`config.mk`:
```
export PLATFORM = sky130hd
export DESIGN_NAME = dla_ddr_feeder
export DESIGN_NICKNAME = d
export VERILOG_FILES = /design/src/rtl/dla_ddr_feeder.sv
export SDC_FILE = /design/constraint.sdc
export NUM_CORES = 1
export LEC_CHECK = 0
export CORE_AREA = 2 2 315 317
export CTS_BUF_LIST = sky130_fd_sc_hd__clkbuf_4 sky130_fd_sc_hd__clkbuf_8
export DETAILED_ROUTE_END_ITERATION = 10
export DIE_AREA = 0 0 317 319
export PLACE_DENSITY = 0.46
export REMOVE_ABC_BUFFERS = 1
export SYNTH_ARGS = -nofsm -noshare
export SYNTH_HDL_FRONTEND = slang
export SYNTH_SLANG_ARGS = --single-unit
```
`constraint.sdc`:
```
create_clock -name clk -period 2.56 [get_ports clk]
set_clock_uncertainty 0.2 [all_clocks]
set_input_delay 0.512 -clock clk [delete_from_list [all_inputs] [get_ports clk]]
set_output_delay 0.512 -clock clk [all_outputs]
set_load 0.05 [all_outputs]
```
`src/rtl/dla_ddr_feeder.sv`:
```
// DLA DDR stimulus feeder: registers the lane grid and walks the per-row
// write-enable burst schedule (BURST_LEN writes, GAP_CYCLES idle, next row).
module dla_ddr_feeder #(
    parameter int NUM_ROWS   = 6,
    parameter int NUM_COLS   = 4,
    parameter int DATA_W     = 16,
    parameter int BURST_LEN  = 8,
    parameter int GAP_CYCLES = 4,
    localparam int LANES     = NUM_ROWS * NUM_COLS,
    localparam int ROW_W     = (NUM_ROWS > 1) ? $clog2(NUM_ROWS) : 1
) (
    input  logic                    clk,
    input  logic                    rst,
    input  logic                    i_start,
    input  logic                    i_abort,
    input  logic [LANES*DATA_W-1:0] i_data,
    output logic [LANES-1:0]        o_ddr_wen,
    output logic [LANES*DATA_W-1:0] o_ddr_data,
    output logic [ROW_W-1:0]        o_row,
    output logic                    o_busy,
    output logic                    o_done
);

    localparam int BEAT_W = ($clog2(BURST_LEN + 1) > 0) ? $clog2(BURST_LEN + 1) : 1;
    localparam int GAP_W  = ($clog2(GAP_CYCLES + 1) > 0) ? $clog2(GAP_CYCLES + 1) : 1;

    localparam logic [BEAT_W-1:0] BEAT_LAST = BEAT_W'(BURST_LEN - 1);
    localparam logic [GAP_W-1:0]  GAP_LAST  = GAP_W'((GAP_CYCLES > 0) ? GAP_CYCLES - 1 : 0);
    localparam logic [ROW_W-1:0]  ROW_LAST  = ROW_W'(NUM_ROWS - 1);
    localparam bit                HAS_GAP   = (GAP_CYCLES > 0);

    typedef enum logic [1:0] {
        IDLE  = 2'd0,
        BURST = 2'd1,
        GAP   = 2'd2,
        DONE  = 2'd3
    } state_t;

    state_t              state;
    state_t              state_n;
    logic [BEAT_W-1:0]   beat_cnt;
    logic [BEAT_W-1:0]   beat_n;
    logic [GAP_W-1:0]    gap_cnt;
    logic [GAP_W-1:0]    gap_n;
    logic [ROW_W-1:0]    row_n;
    logic [LANES-1:0]    wen_n;
    logic                busy_n;
    logic                done_n;

    always_ff @(posedge clk) begin
        if (rst) begin
            state      <= IDLE;
            beat_cnt   <= '0;
            gap_cnt    <= '0;
            o_row      <= '0;
            o_ddr_wen  <= '0;
            o_ddr_data <= '0;
            o_busy     <= 1'b0;
            o_done     <= 1'b0;
        end else begin
            state      <= state_n;
            beat_cnt   <= beat_n;
            gap_cnt    <= gap_n;
            o_row      <= row_n;
            o_ddr_wen  <= wen_n;
            o_ddr_data <= i_data;
            o_busy     <= busy_n;
            o_done     <= done_n;
        end
    end

    always_comb begin
        state_n = state;
        beat_n  = beat_cnt;
        gap_n   = gap_cnt;
        row_n   = o_row;
        if (i_abort) begin
            state_n = IDLE;
            beat_n  = '0;
            gap_n   = '0;
            row_n   = '0;
        end else begin
            unique case (state)
                IDLE: begin
                    if (i_start) begin
                        state_n = BURST;
                        row_n   = '0;
                        beat_n  = '0;
                    end
                end
                BURST: begin
                    if (beat_cnt == BEAT_LAST) begin
                        if (o_row == ROW_LAST) begin
                            state_n = DONE;
                        end else if (HAS_GAP) begin
                            state_n = GAP;
                            gap_n   = '0;
                        end else begin
                            // back-to-back rows: no bubble between bursts
                            state_n = BURST;
                            row_n   = o_row + ROW_W'(1);
                            beat_n  = '0;
                        end
                    end else begin
                        beat_n = beat_cnt + BEAT_W'(1);
                    end
                end
                GAP: begin
                    if (gap_cnt == GAP_LAST) begin
                        state_n = BURST;
                        row_n   = o_row + ROW_W'(1);
                        beat_n  = '0;
                    end else begin
                        gap_n = gap_cnt + GAP_W'(1);
                    end
                end
                DONE: begin
                    state_n = IDLE;
                end
                default: begin
                    state_n = IDLE;
                end
            endcase
        end
    end

    // Registered outputs are derived from the next state so they line up with it.
    always_comb begin
        wen_n  = '0;
        busy_n = (state_n == BURST) || (state_n == GAP);
        done_n = (state_n == DONE);
        for (int r = 0; r < NUM_ROWS; r++) begin
            if ((state_n == BURST) && (row_n == ROW_W'(r))) begin
                wen_n[r*NUM_COLS +: NUM_COLS] = '1;
            end
        end
    end

endmodule

```
=== After elaboration in Yosys (flattened, before gate mapping) ===
Index checks and enable logic that the tools add are counted.

* $add $sub $neg: 3
* Eq/ne operators: 20
* Mux-type cells: 24
* Reduce and logical (&&, ||, !) cells: 14

{| class="wikitable"
|+ Operators with widths
! operator !! number
|-
| $mux 4 || 9
|-
| $mux 3 || 6
|-
| $ne 2x2->1 const B || 6
|-
| $pmux 3 s2 || 2
|-
| $pmux 4 s3 || 1
|-
| $eq 3x2->1 const B || 3
|-
| $eq 3x3->1 const B || 3
|-
| $eq 2x2->1 const B || 4
|-
| $mux 2 || 4
|-
| $pmux 2 s4 || 1
|-
| $reduce_and 4->1 || 2
|-
| $add 3x1->3 const B || 2
|-
| $logic_and 1x1->1 || 6
|-
| $add 4x1->4 const B || 1
|-
| $eq 2x1->1 const B || 2
|-
| $eq 4x3->1 const B || 1
|-
| $eq 3x1->1 const B || 1
|-
| $logic_not 3->1 || 1
|-
| $reduce_bool 3->1 || 1
|-
| $logic_not 2->1 || 1
|-
| $reduce_bool 2->1 || 1
|-
| $reduce_or 2->1 || 1
|-
| $logic_or 1x1->1 || 1
|-
| $mux 1 || 1
|}

* Flip-flop bits (word level): 422
* Output and inout port bits: 413
* Logic and storage cells: 69

=== Logic depth before layout (Yosys ltp) ===
Gate-level depths: netlist of run 1.

* Depth after elaboration: 8
* Gate-level depth with buffers: 10
* Depth with buffers taken out: 10

=== Worst setup path before layout of run 1 ===
No wires, ideal clock.

* Path kind: flip-flop to flip-flop
* From: register o_row[1]
* To: register o_ddr_wen[19]
* Data arrival time: 1.926 ns
* Required time: 2.244 ns
* Path slack: 0.318 ns
* Stages on the path, launching flop included: 11
* Buffers on the path: 0
* Clock period less this slack: 2.242 ns
* Cells stage by stage: dfxtp_1 inv_1 ha_1 nand2_1 nand2_1 a21boi_0 nor2_1 ha_1 nand2_1 inv_1 and4_1

* Word-level cells in the longest chain between the ends: 8
* Elaborated cells on any way between the ends: 14
* Classes of those cells: add/sub (1); eq/ne (3); mux (9); reduce/logical (1)

{| class="wikitable"
|+ Ends and longest elaborated chain
! item !! RTL line !! text
|-
| start: declaration || 19 || <nowiki>output logic [ROW_W-1:0] o_row,</nowiki>
|-
| start signal: assignment || 64 || <nowiki>o_row <= row_n;</nowiki>
|-
| $eq 3x3->1 || 93 || <nowiki>if (o_row == ROW_LAST) begin</nowiki>
|-
| $mux 1 || 93 ||
|-
| $mux 2 || 92 || <nowiki>if (beat_cnt == BEAT_LAST) begin</nowiki>
|-
| $pmux 2 s4 || 83 || <nowiki>unique case (state)</nowiki>
|-
| $mux 2 || 77 || <nowiki>if (i_abort) begin</nowiki>
|-
| named net state_n[0] || 40 || <nowiki>state_t state_n;</nowiki>
|-
| $eq 2x1->1 || 133 || <nowiki>if ((state_n == BURST) && (row_n == ROW_W'(r))) begin</nowiki>
|-
| $logic_and 1x1->1 || 133 ||
|-
| $mux 4 || 133 ||
|-
| end signal: assignment || 65 || <nowiki>o_ddr_wen <= wen_n;</nowiki>
|-
| end: declaration || 17 || <nowiki>output logic [LANES-1:0] o_ddr_wen,</nowiki>
|}

The timed path passes the listed nets, and every way through them passes these cells.
A chain may end at the register's enable or synchronous reset.

==> impl_metrics.ini, run 1 <==
[timing]
layout_setup_ws_ps = 147
period_needed_ps = 2410
final_max_slew_viol_count = 0
rsz0062_at_grt = no
whs_ps = 185
slew_headroom_pct = 57.6
max_clock_freq_mhz = 414
ratio_of_final_minimum_period_to_clock_period_pct = 94.3
finalHoldViolations = 0
worst_pin_slew_ps = 638
totalNegativeSetupSlack_ps = 0
setup_viol = 0

[critical_path]
setup.worst_path.class = flop to primary output
critPathSlowestCell = sky130_fd_sc_hd__dlygate4sd2_1
r2r.worst_path.cells = 9
cp_data_arrival_time_ps = 1700
end_kind = primary output
critPathTopFamily = buffers and inverters
critPathBufInv = 1
crit_chain = dlygate4sd2_1
worstSetupStartpointType = flop
worstSetupPathDepth = 1
worst-endpoint-required_ps = 1850
critPathMaxFanout = 4
timing.critical_path.slowest_cell_delay_ps = 570

[job]
drv_cap = 0

[synthesis]
syn-cell-area_sq_mm = 0.0114
seq_area_frac_synth_pct = 71.0
synth_simple_gate_area_share_pct = 24.0
yosys_most_used_dff = sky130_fd_sc_hd__dfxtp_1
synth_warnings = 0
yosys.area_share.xor_xnor_pct = 0.0769
synth_top_family_by_area = simple AND/OR/NAND/NOR gates
syn_avg_cell_area_sq_um = 12.1
synth_compound_gate_area_share_pct = 1.04
synth-edff-count = 0
yosysUniqueCellTypes = 34
yosys-mux-area-fraction_pct = 0.0879
synth_async_sr_flop_share_pct = 0
synthAdderAreaFrac_pct = 0.879
synth_seq_cells = 404
syn_inst = 938

[clocking]
clock_sink_count = 404
cts_buffers = 75
clkTransAtPathRegs_ps = 60
max-clock-path-buffers = 3
clock_h_tree_levels = 3
clock_latency_reported_for_the_late_side_of_the_worst_skew_pair_ps = 680
cts_tree = built
cts.root.buffer_cell = sky130_fd_sc_hd__clkbuf_8

[cells_and_area]
fillCellCount = 10600
layout.cells.most_common_list = sky130_fd_sc_hd__dfxtp_1 (404), sky130_fd_sc_hd__dlygate4sd2_1 (399), sky130_fd_sc_hd__clkdlybuf4s50_1 (386)
nets_final = 2171
layout-drive-gt1-share_pct = 10.1
final_common_cell = sky130_fd_sc_hd__dfxtp_1
area_delta_synth_final_pct = 94.3
utilization_pct = 22.7

[global_routing]
globalRoute.totalOverflow = 0
grt_pass1_vias = 10500
initial_antenna_violation_count = 18
grtUsageTotal_pct = 9.14
global_route_wire_length_before_repair_mm = 67.2
grt_start_max_net_pins = 84

[hold_path]
holdCritPathClass = primary input to flop
worst_hold_depth = 2

[die]
io_pins = 801
die_h_um = 319
core-area_sq_mm = 0.0977
fp-row-count = 115
fp.dieArea_sq_mm = 0.101
die_x_um = 317
initial_utilization_pct = 11.7

[pwr]
vdd_ir_drop_max_mv = 0.361
leakage_power_nw = 9.77
power.density_mw_per_mm2 = 739
totalPowerFinal_mw = 16.4

[detailed_routing]
detail_route_antenna_nets = 0
firstDrtPassIters = 4
drtIter0Drc = 249
route.detailed.vias_per_inst = 3.06
remaining_design_rule_violation_count = 0
vias = 9572
wire_per_inst_um = 15.4
wirelength_mm = 48.0

[placed_design]
post-dp-hpwl_mm = 38.2
globalplace.congestion = 0.816
pre_cts_slack_ps = -39.1
placement.io_buffers = 800

[status]
status = finished clean
worst paths after layout:
check | startpoint | endpoint | slack, ps
worst max-delay path | o_ddr_wen[7] | o_ddr_wen[5] | 150
worst min-delay path | i_data[106] | o_ddr_data[106] | 180
worst max register to register | gap_cnt[0] | o_ddr_wen[11] | 210
worst min register to register | beat_cnt[1] | beat_cnt[1] | 290
per-layer routing:
layer | vias to the layer above | global-route usage (%) | part of all wire [%]
met2 | 539 | 15.7 | 48
li1 | 4557 | - | -
met4 | 4 | 3.93 | 3.2
met3 | 101 | 4.36 | 11
met1 | 4371 | 9.40 | 37
met5 | - | 0 | 0.054
cell families (layout without fill, tap and decap cells):
kind of cell | Yosys count | count (layout)
flip-flops | 404 | 404
XOR/XNOR | 1 | 1
other | 0 | 7
multiplexers | 1 | 1
buffers and inverters | 68 | 963
adder cells (fa/ha/maj) | 8 | 8
AO/OA/AOI/OAI | 17 | 17
AND/OR/NAND/NOR | 439 | 439
sequential cells by signal, summed over array words and instances (netlist names):
| name | cells |
|---|---|
| beat_cnt | 4 |
| o_row | 3 |
| o_done | 1 |
| gap_cnt | 3 |
| o_ddr_wen | 6 |
| o_busy | 1 |
| state | 2 |
| o_ddr_data | 384 |
cell usage after synthesis, drive strengths merged, types with 3 or more instances:
cell      n  area share, %
a31oi     3           0.16
inv       4           0.13
nor2     14           0.46
nor2b   386             21
dfxtp   404             71
ha        8           0.88
nand3     5           0.22
nand2    12           0.40
buf      19            1.3
clkbuf   45            1.5
nor3      3           0.13
or2       4           0.22
a21oi     7           0.31
stage by stage:
stage          cell area (sq um)  std cells
3_3_place_gp               20900       2984
3_5_place_dp               20900       2984
2_1_floorplan              11100        874
4_1_cts                    22100       3120
6_report                   22100       3127
5_1_grt                    22100       3123
report_power, final:
| part | leakage (nW) | internal (mW) | switching [mW] | total (mW) |
|---|---|---|---|---|
| Combinational | 5.51 | 0.996 | 1.62 | 2.62 |
| Clock | 0.894 | 4.12 | 2.91 | 7.03 |
| Sequential | 3.36 | 6.62 | 0.0906 | 6.71 |
| Total | 9.77 | 11.7 | 4.62 | 16.4 |
layout make-up:
| type | count | area [sq um] | share of cell area, % |
|---|---|---|---|
| Antenna cell | 7 | 17.5 | 0.0791 |
| Clock buffer | 110 | 1430 | 6.47 |
| Clock inverter | 25 | 279 | 1.26 |
| Inverter | 4 | 15.0 | 0.0678 |
| Multi-Input combinational cell | 466 | 2970 | 13.4 |
| Sequential cell | 404 | 8090 | 36.5 |
| Tap cell | 1287 | 1610 | 7.27 |
| Timing Repair Buffer | 824 | 7720 | 34.9 |
timing repair:
| action | 4_1_cts | 5_1_grt |
|---|---|---|
| gates resized for setup | 399 | 0 |
| setup buffers | 0 | 0 |
| setup endpoints to repair | 399 | 0 |
| hold buffers | 1 | 0 |
| hold endpoints to repair | 13 | 0 |
No activity file was read; power rests on OpenSTA's default activity.
==> run 2: changes to the inputs <==
CORE_AREA = 2 2 312 314   (was 2 2 315 317)
DIE_AREA = 0 0 314 316   (was 0 0 317 319)
clock period = 3 ns   (was 2.56 ns; I/O delays follow)
==> impl_metrics.ini, run 2 (synthesized netlist as in run 1, its figures left out) <==
[hold_path]
hold-path-endpoint = o_ddr_data[144]
min_from = rst
holdCritPathClass = primary input to flop
worst_hold_depth = 2

[clocking]
post_cts_buffers = 0
clock_h_tree_levels = 3
max-clock-path-buffers = 3
cts_buffers = 75
clkTransAtPathRegs_ps = 60
clock_latency_reported_for_the_late_side_of_the_worst_skew_pair_ps = 670
cts_tree = built
clock_sink_count = 404
cts.root.buffer_cell = sky130_fd_sc_hd__clkbuf_8

[placed_design]
placement.io_buffers = 800
placed_cell_area_sq_mm = 0.0208
post-dp-hpwl_mm = 38.8
dp_cells = 2960
globalplace.congestion = 0.817

[critical_path]
timing.critical_path.slowest_cell_delay_ps = 860
worst-endpoint-required_ps = 2200
end_kind = primary output
setup.worst_path.class = flop to primary output
r2r_start = gap_cnt[0]
critPathTopFamily = buffers and inverters
critPathSlowestCell = sky130_fd_sc_hd__clkdlybuf4s50_1
critPathBufInv = 1
worstSetupStartpointType = flop
crit_chain = clkdlybuf4s50_1
rr_endpoint = o_ddr_wen[22]
cp_data_arrival_time_ps = 2000
r2r.worst_path.cells = 10
worst-r2r-setup-slack_ps = 630
critPathMaxFanout = 6

[pwr]
p_clk_share_pct = 40.2
power.density_mw_per_mm2 = 609
power.internal_mw = 9.80
leakage_power_nw = 8.35
switching_share_pct = 28.0
p_comb_share_pct = 17.7
vdd_ir_drop_max_mv = 0.314
net-switching-power_mw = 3.81
pwr-share-seq_pct = 42.1
totalPowerFinal_mw = 13.6

[timing]
final_max_slew_viol_count = 0
ratio_of_final_minimum_period_to_clock_period_pct = 93.3
slew_headroom_pct = 60.1
worst_pin_slew_ps = 596
max_clock_freq_mhz = 357
rsz0062_at_grt = no
finalHoldViolations = 0
totalNegativeSetupSlack_ps = 0
setup_viol = 0
period_needed_ps = 2800

[cells_and_area]
fillCellCount = 10300
layout.cells.most_common_list = sky130_fd_sc_hd__clkdlybuf4s50_1 (790), sky130_fd_sc_hd__dfxtp_1 (404), sky130_fd_sc_hd__nor2b_1 (385)
largest_register_by_flop_count = o_ddr_data
area_delta_synth_final_pct = 96.2
final_common_cell = sky130_fd_sc_hd__clkdlybuf4s50_1
biggestRegsByFlops = o_ddr_data (384), o_ddr_wen (6), beat_cnt (4)
number_of_flip_flops_in_the_largest_register = 384
nets_final = 2157
layout-drive-gt1-share_pct = 8.45
fin_area_sq_mm = 0.0224
fin_cells = 3091

[detailed_routing]
drtIter0Drc = 316
wirelength_mm = 48.3
detail_route_antenna_nets = 0
route.detailed.vias_per_inst = 3.07
remaining_design_rule_violation_count = 0
vias = 9498
wire_per_inst_um = 15.6
firstDrtPassIters = 4

[die]
initial_utilization_pct = 11.9
die_h_um = 316
die_x_um = 314
fp.dieArea_sq_mm = 0.0992
core-area_sq_mm = 0.0960
io_pins = 801
fp-row-count = 114

[global_routing]
initial_antenna_violation_count = 18
global_route_wire_length_before_repair_mm = 66.4
grtUsageTotal_pct = 9.19
grt_start_max_net_pins = 84
globalRoute.totalOverflow = 0
grt_pass1_vias = 10000

[status]
status = finished clean

[job]
drv_cap = 0
==> run 2: cell count changes in the layout (fill, tap and decap cells not counted), sizes merged <==
cell	previous run	this run
buf	38	15
bufinv	5	1
diode	7	5
dlygate4sd3	1	0
clkinvlp	4	2
dlygate4sd2	399	5
clkdlybuf4s50	386	790
inv	8	6
clkinv	12	7
clkbuf	110	114
==> run 2: worst max-delay path by stage <==
stage	slack [ps]	depth (start not counted)	to	start
after floorplan	650	0	o_ddr_wen[0]	o_ddr_wen[3]
after global placement	290	9	o_ddr_wen[22]	i_start
after detailed placement	290	9	o_ddr_wen[22]	i_start
after CTS	30	1	o_ddr_wen[1]	o_ddr_wen[3]
after global routing	40	1	o_ddr_wen[1]	o_ddr_wen[3]
final	200	1	o_row[0]	o_row[0]
==> run 2: layer usage <==
metal | vias to the layer above | part of all wire, % | global-route usage, % | wire [um]
met5 | - | 0.12 | 0 | 60
met4 | 10 | 2.5 | 3.74 | 1200
met3 | 88 | 11 | 4.05 | 5170
met2 | 541 | 47 | 14.7 | 22500
met1 | 4345 | 40 | 10.7 | 19300
li1 | 4514 | - | - | -
==> run 2: worst register-to-register path, cell delays in order (launching register included) <==
cell                       delay, ps
sky130_fd_sc_hd__dfxtp_1         320
sky130_fd_sc_hd__ha_1            220
sky130_fd_sc_hd__ha_1            230
sky130_fd_sc_hd__mux2i_1         130
sky130_fd_sc_hd__or2_2           140
sky130_fd_sc_hd__a21boi_0        280
sky130_fd_sc_hd__nor2_1          120
sky130_fd_sc_hd__ha_1            230
sky130_fd_sc_hd__nand2_1         140
sky130_fd_sc_hd__inv_1            60
sky130_fd_sc_hd__and4_1          200
==> run 2: power groups by stage <==
| stage | clock [mW] | combinational [mW] | sequential [mW] |
|---|---|---|---|
| 6_report | 5.47 | 2.41 | 5.74 |
| 3_3_place_gp | 0 | 2.43 | 5.85 |
| 2_1_floorplan | 0 | 0.185 | 6.82 |
| 3_5_place_dp | 0 | 2.43 | 5.85 |
| 4_1_cts | 5.78 | 2.44 | 5.74 |
| 5_1_grt | 6.01 | 2.51 | 5.76 |
==> run 2: through the flow <==
step / utilization [%] / setup WS [ps] / hold WS (ps)
2_1_floorplan: - / 647 / 252
3_3_place_gp: 21.7 / 290 / 259
3_5_place_dp: 21.7 / 290 / 295
4_1_cts: 23.3 / 25.5 / 15.6
5_1_grt: 23.3 / 36.3 / 48.0
6_report: 23.3 / 200 / 104
==> run 2: area by class of cell <==
class | instances | area [sq um] | area share, %
diodes | 5 | 12.5 | 0.0560
multi-input cells | 466 | 2970 | 13.3
clock buffers | 114 | 1440 | 6.43
clock inverters | 12 | 109 | 0.487
well taps | 1276 | 1600 | 7.14
inverters | 4 | 15.0 | 0.0672
repair buffers | 810 | 8120 | 36.3
flip-flops and latches | 404 | 8090 | 36.2
==> run 2: what timing repair did <==
action,4_1_cts,5_1_grt
resized for setup,5,0
endpoints found under the hold margin,0,0
setup endpoints to repair,5,0
hold buffers,0,0
